<file path="src/rtl/console_pkg.sv">
// console_pkg: shared defaults, character codes and FSM states for the text console
package console_pkg;
  localparam int DEF_COLS = 40;
  localparam int DEF_ROWS = 8;
  localparam logic [7:0] CR    = 8'h0D;
  localparam logic [7:0] LF    = 8'h0A;
  localparam logic [7:0] BS    = 8'h08;
  localparam logic [7:0] SPACE = 8'h20;
  typedef enum logic [1:0] {CLR_ALL, IDLE, CLR_ROW} state_t;
endpackage

</file>
<file path="src/rtl/uart_text_console_if.sv">
// uart_text_console_if: byte stream handshake into the console
// in_data/in_valid flow master->slave, in_ready flows slave->master
interface uart_text_console_if;
  logic [7:0] in_data;
  logic       in_valid;
  logic       in_ready;
  modport master(output in_data, in_valid, input in_ready);
  modport slave(input in_data, in_valid, output in_ready);
endinterface

</file>
<file path="src/rtl/console_char_ram.sv">
// console_char_ram: character RAM with one write port and one registered read-before-write read port
// clk: clock; we/waddr/wdata: write port; raddr/rdata: read port, 1-cycle latency
module console_char_ram #(
  parameter int DEPTH = 320,
  parameter int AW = $clog2(DEPTH)
) (
  input  logic          clk,
  input  logic          we,
  input  logic [AW-1:0] waddr,
  input  logic [7:0]    wdata,
  input  logic [AW-1:0] raddr,
  output logic [7:0]    rdata
);
  logic [7:0] mem [DEPTH];
  always_ff @(posedge clk) begin
    if (we) mem[waddr] <= wdata;
    rdata <= mem[raddr];
  end
endmodule

</file>
<file path="src/rtl/uart_text_console.sv">
// uart_text_console: scrolling text screen fed by a byte stream, with a random-access character read port
// clk/rst_n: clock and async active-low reset; in_if: byte stream (slave)
// rd_row/rd_col -> rd_char: registered character read; cur_row/cur_col: cursor; clearing: clear sweep active
module uart_text_console import console_pkg::*; #(
  parameter int COLS = DEF_COLS,
  parameter int ROWS = DEF_ROWS
) (
  input  logic                    clk,
  input  logic                    rst_n,
  uart_text_console_if.slave      in_if,
  input  logic [$clog2(ROWS)-1:0] rd_row,
  input  logic [$clog2(COLS)-1:0] rd_col,
  output logic [7:0]              rd_char,
  output logic [$clog2(ROWS)-1:0] cur_row,
  output logic [$clog2(COLS)-1:0] cur_col,
  output logic                    clearing
);
  localparam int RW = $clog2(ROWS);
  localparam int CW = $clog2(COLS);
  localparam int AW = $clog2(ROWS * COLS);
  state_t state_q, state_d;
  logic [AW-1:0] cnt_q, cnt_d;
  logic [RW-1:0] row_q, row_d, top_q, top_d;
  logic [CW-1:0] col_q, col_d;
  logic blank_q, blank_d;
  logic we;
  logic [AW-1:0] waddr;
  logic [7:0] wdata, ram_rdata;
  logic accept, printable, newline, last_row, clr_done;

  function automatic logic [AW-1:0] addr_of(input logic [RW-1:0] prow, input logic [CW-1:0] col);
    return AW'(prow) * AW'(COLS) + AW'(col);
  endfunction

  assign accept    = state_q == IDLE && in_if.in_valid;
  assign printable = in_if.in_data >= 8'h20 && in_if.in_data <= 8'h7E;
  // a printable byte in the last column wraps exactly like an LF
  assign newline   = accept && (in_if.in_data == LF || (printable && col_q == CW'(COLS - 1)));
  assign last_row  = row_q == RW'(ROWS - 1);
  assign clr_done  = cnt_q == (state_q == CLR_ALL ? AW'(ROWS * COLS - 1) : AW'(COLS - 1));

  always_ff @(posedge clk or negedge rst_n) begin
    if (!rst_n) begin
      state_q <= CLR_ALL;
      cnt_q   <= '0;
      row_q   <= '0;
      col_q   <= '0;
      top_q   <= '0;
      blank_q <= 1'b1;
    end else begin
      state_q <= state_d;
      cnt_q   <= cnt_d;
      row_q   <= row_d;
      col_q   <= col_d;
      top_q   <= top_d;
      blank_q <= blank_d;
    end
  end

  always_comb begin
    state_d = state_q;
    cnt_d   = cnt_q;
    row_d   = row_q;
    col_d   = col_q;
    top_d   = top_q;
    blank_d = 32'(rd_col) >= COLS;
    if (state_q != IDLE) begin
      cnt_d   = clr_done ? '0 : cnt_q + AW'(1);
      state_d = clr_done ? IDLE : state_q;
    end else if (newline) begin
      col_d = '0;
      if (last_row) begin
        top_d   = top_q + RW'(1);
        state_d = CLR_ROW;
        cnt_d   = '0;
      end else begin
        row_d = row_q + RW'(1);
      end
    end else if (accept) begin
      col_d = printable ? col_q + CW'(1) :
              in_if.in_data == CR ? '0 :
              (in_if.in_data == BS && col_q != '0) ? col_q - CW'(1) : col_q;
    end
  end

  always_comb begin
    in_if.in_ready = state_q == IDLE;
    clearing       = state_q != IDLE;
    we             = state_q != IDLE || (accept && printable);
    wdata          = state_q == IDLE ? in_if.in_data : SPACE;
    // after a scroll top_q already points past the old top row, which is the new bottom row
    waddr          = state_q == CLR_ALL ? cnt_q :
                     state_q == CLR_ROW ? addr_of(top_q + RW'(ROWS - 1), CW'(cnt_q)) :
                     addr_of(top_q + row_q, col_q);
  end

  console_char_ram #(.DEPTH(ROWS * COLS), .AW(AW)) u_ram (
    .clk   (clk),
    .we    (we),
    .waddr (waddr),
    .wdata (wdata),
    .raddr (addr_of(top_q + rd_row, rd_col)),
    .rdata (ram_rdata)
  );

  assign rd_char = blank_q ? SPACE : ram_rdata;
  assign cur_row = row_q;
  assign cur_col = col_q;
endmodule
</file>
<file path="src/flat_wrapper.sv">
// flat-port wrapper written by rule: the top's interface ports become plain ports
module uart_text_console_flat import console_pkg::*;
#(
  parameter int COLS = DEF_COLS,
  parameter int ROWS = DEF_ROWS
)
  (clk, rst_n, rd_row, rd_col, rd_char, cur_row, cur_col, clearing, in_if_in_data, in_if_in_valid, in_if_in_ready);
  uart_text_console_if in_if_i ();
  input  logic clk;
  input  logic rst_n;
  input  logic [$clog2(ROWS)-1:0] rd_row;
  input  logic [$clog2(COLS)-1:0] rd_col;
  output logic [7:0] rd_char;
  output logic [$clog2(ROWS)-1:0] cur_row;
  output logic [$clog2(COLS)-1:0] cur_col;
  output logic clearing;
  input wire logic [$bits(in_if_i.in_data)-1:0] in_if_in_data;
  input wire logic [$bits(in_if_i.in_valid)-1:0] in_if_in_valid;
  output wire logic [$bits(in_if_i.in_ready)-1:0] in_if_in_ready;
  assign in_if_i.in_data = in_if_in_data;
  assign in_if_i.in_valid = in_if_in_valid;
  assign in_if_in_ready = in_if_i.in_ready;
  uart_text_console #(.COLS(COLS), .ROWS(ROWS)) u_core (.clk(clk), .rst_n(rst_n), .in_if(in_if_i), .rd_row(rd_row), .rd_col(rd_col), .rd_char(rd_char), .cur_row(cur_row), .cur_col(cur_col), .clearing(clearing));
endmodule
</file>
<file path="config.mk">
export PLATFORM = sky130hd
export DESIGN_NAME = uart_text_console_flat
export DESIGN_NICKNAME = d
export VERILOG_FILES = /design/src/rtl/console_pkg.sv /design/src/rtl/uart_text_console_if.sv /design/src/rtl/console_char_ram.sv /design/src/rtl/uart_text_console.sv /design/src/flat_wrapper.sv
export SDC_FILE = /design/constraint.sdc
export NUM_CORES = 2
export LEC_CHECK = 0
export CELL_PAD_IN_SITES_DETAIL_PLACEMENT = 0
export CELL_PAD_IN_SITES_GLOBAL_PLACEMENT = 2
export CORE_MARGIN = 10
export CORE_UTILIZATION = 51
export DETAILED_ROUTE_END_ITERATION = 8
export PLACE_DENSITY = 0.92
export SETUP_SLACK_MARGIN = 0.4
export SLEW_MARGIN = 10
export SYNTH_ARGS = -nofsm -noshare
export SYNTH_HDL_FRONTEND = slang
export SYNTH_HIERARCHICAL = 1
export SYNTH_SLANG_ARGS = --single-unit
</file>
<file path="constraint.sdc">
create_clock -name clk -period 11.11 [get_ports clk]
set_input_delay 1.6665 -clock clk [delete_from_list [all_inputs] [get_ports clk]]
set_output_delay 1.6665 -clock clk [all_outputs]
set_load 0.01 [all_outputs]
</file>
==> results.cfg <==
[outcome]
status = complete, no violations

[floorplanning]
start_util_pct = 51.4
dieArea_um2 = 218000
die_w_um = 467
row_count = 163
io_pins = 39
die_h_um = 467
coreArea_um2 = 198000

[clock_tree]
cts.htree.levels = 4
clock_latency_ns = 0.89
cts_max_path_buffers = 3
cts_root_buf = clkbuf_16
post-cts-setup-buffers = 0
cts_tree = yes
cts.sink_count = 2592
cts_hold_buf = 0
ctsResizeCount = 0
clkTransAtPathRegs_ns = 0.06
cts_inserted_buffers = 238

[layout]
fin_nets = 4986
final_cell_area_um2 = 113000
syn_to_final_growth_pct = 10.7
final_util_pct = 56.9
drive_above_1_share_pct = 20.5
num-fill-cells = 14000

[grt]
grt_pass1_vias = 49900
grt-ovfl-total = 0
grt_use_total_pct = 22.4
grt_max_degree = 211
grt_first_pass_wirelength_mm = 360
antenna_found_initial = 5

[critical_path]
crit_chain = clkdlybuf4s50_1 > ha_1 > inv_1 > fa_1 > inv_1 > fa_4 > buf_4 > buf_4 > and2_1 > buf_4 > a22oi_1 > o211ai_1 > nand2_1 > nor3_1 > o311ai_1 > a22o_1
slowest_stage = fa_4
start_kind = input pin
cp_common_cell = buf_4
crit_buf_inv = 6
crit_family = buffers and inverters
crit_arrival_ns = 7.09
cp.required_ns = 11.87
path_max_fanout = 43
max_stage_delay_ns = 1.00
worst-setup-path-type = in -> reg
cp-end-kind = flip-flop

[job]
drv_cap = 0

[sta]
final_max_slew_viol_count = 0
clock.fmax_mhz = 158
relSlewSlack_pct = 15.0
rsz0062_at_grt = no
tightestPinTransition_ns = 1.27
setup_tns_ns = 0
skew_ns = 0.0459
setup_viol = 0
timing.hold.ws_ns = 0.555
final-hold-violation-count = 0
post-route-period-util_pct = 57.0
min_period_ns = 6.33

[place]
dp.final_hpwl_mm = 143
port_buffers = 38
gp_congestion = 0.891
place_area_um2 = 105000

[drt]
route.detailed.drc = 0
wl_per_cell_um = 31.6
drt-initial-drc-count = 7438
drtPass1Iterations = 7
postRouteAntennaNets = 0
wl_mm = 246
vias = 50600
viasPerCell = 6.50

[power_and_ir_drop]
vdd_drop_max_uv = 170
leakage_uw = 0.0351
p_per_area_nw_per_um2 = 184

[yosys]
synth_flop_cell = edfxtp_1
synth.top_cells.by_count = 2560 x edfxtp_1, 590 x mux4_2, 354 x nor2_1, 283 x mux2i_1, 165 x clkbuf_1
async_flop_share_pct = 0.926
yosys_warnings = 6
ys_ff_latch = 2592
synth_edf_count = 2560
synth_area_per_cell_um2 = 20.9
synth_area_um2 = 102000
synth_top_cell_by_area = edfxtp_1
synth_cell_types = 71
synth_most_common_cell = edfxtp_1
synth_area_leaders = edfxtp_1 76%, mux4_2 13%, mux2i_1 2.8%, nor2_1 1.3%, a221oi_1 0.71%
yosysTopAreaCellShare_pct = 75.6
syn_inst = 4877
ys_seq_area_share_pct = 76.3
mappedNetlistNets = 4928

[hold_path]
holdCritPathClass = reg -> reg
-- routing by layer --
metal / vias to the layer above / share of wire, % / wire, um / GRT usage [%]
met5: - / 0.0053 / 13 / 0
met1: 26700 / 38 / 92500 / 31.6
li1: 20400 / - / - / -
met2: 3066 / 49 / 120000 / 35.6
met4: 2 / 3.4 / 8370 / 7.31
met3: 434 / 10 / 25400 / 4.24
-- power by group --
part / switching [uW] / internal (uW) / leakage (uW)
clock: 3570 / 4670 / 0.00384
combinational: 1110 / 525 / 0.00787
sequential: 27.2 / 10800 / 0.0234
-- flip-flops by register name, summed over array words and instances, names as in the netlist --
| register | flops |
|---|---|
| u_core/top_q | 3 |
| u_core/u_ram/mem | 2560 |
| u_core/state_q | 2 |
| u_core/u_ram/rdata | 8 |
| u_core/cur_col | 6 |
| u_core/cur_row | 3 |
| u_core/blank_q | 1 |
| u_core/cnt_q | 9 |
-- cell usage in the layout (no fill, tap or decap), types with 8 or more instances in the layout --
master           count
clkinv_2            41
clkbuf_1            50
bufinv_16           30
dfxtp_1              8
edfxtp_1          2560
a22oi_1             46
mux4_2             590
buf_12              10
nor2_1             353
ha_1                25
nand4_1             16
inv_1               15
a41oi_1             14
o211ai_1            30
clkinv_1            57
nand2_1             86
a31oi_1             11
mux2i_1            283
a221oi_1            83
xnor2_1             10
nand3_1             44
inv_6                8
buf_4               66
nor3_1              12
a21oi_1             33
clkbuf_16          240
dfrtp_1             23
o21ai_0            126
nor2b_1             29
a211oi_1            15
clkdlybuf4s50_1     35
a22o_1              11
nand2b_1            11
o22ai_1             30
-- metrics by stage --
step | cells | setup slack [ns] | total power, uW
2_1_floorplan | 4877 | 3.75 | 12000
3_3_place_gp | 7334 | 4.12 | 12600
3_5_place_dp | 7334 | 4.04 | 12600
4_1_cts | 7780 | 4.78 | 20800
5_1_grt | 7782 | 4.41 | 21200
6_report | 7782 | 4.78 | 20700
-- cell type report --
| type | count | area, um2 | share of cell area, % |
|---|---|---|---|
| diodes | 1 | 2.50 | 0.00222 |
| clock buffers | 290 | 6190 | 5.50 |
| flip-flops and latches | 2592 | 77600 | 68.9 |
| inverters | 16 | 65.1 | 0.0578 |
| multi-input cells | 1972 | 22600 | 20.1 |
| clock inverters | 156 | 1710 | 1.52 |
| well taps | 2640 | 3300 | 2.93 |
| repair buffers | 115 | 1120 | 0.992 |
-- final timing paths --
| path | to | startpoint | cells after the start | slack, ns |
|---|---|---|---|---|
| setup reg to reg | u_core/u_ram/mem[55][3] | u_core/top_q[0] | 15 | 4.78 |
| min in group asynchronous | u_core/cur_col[0] | rst_n | 2 | 1.14 |
| max in group asynchronous | u_core/blank_q | rst_n | 2 | 9.67 |
| hold / removal | u_core/cnt_q[0] | u_core/cnt_q[0] | 1 | 0.56 |
| setup / recovery | u_core/u_ram/rdata[2] | rd_row[0] | 16 | 4.78 |
| hold reg to reg | u_core/cnt_q[0] | u_core/cnt_q[0] | 1 | 0.56 |
-- logic make-up (layout without fill, tap and decap cells) --
group,after synthesis,count (layout),share of synthesized area (%)
DFF,2592,2592,76.3
buffers and inverters,313,577,1.61
and+or+nand+nor,604,604,2.61
xor gates and xnor gates,21,21,0.181
AOI/OAI and AO/OA,436,436,2.96
adders and majority gates,31,31,0.418
other,0,1,0
muxes,880,880,15.9
No activity file was read; power rests on OpenSTA's default activity.
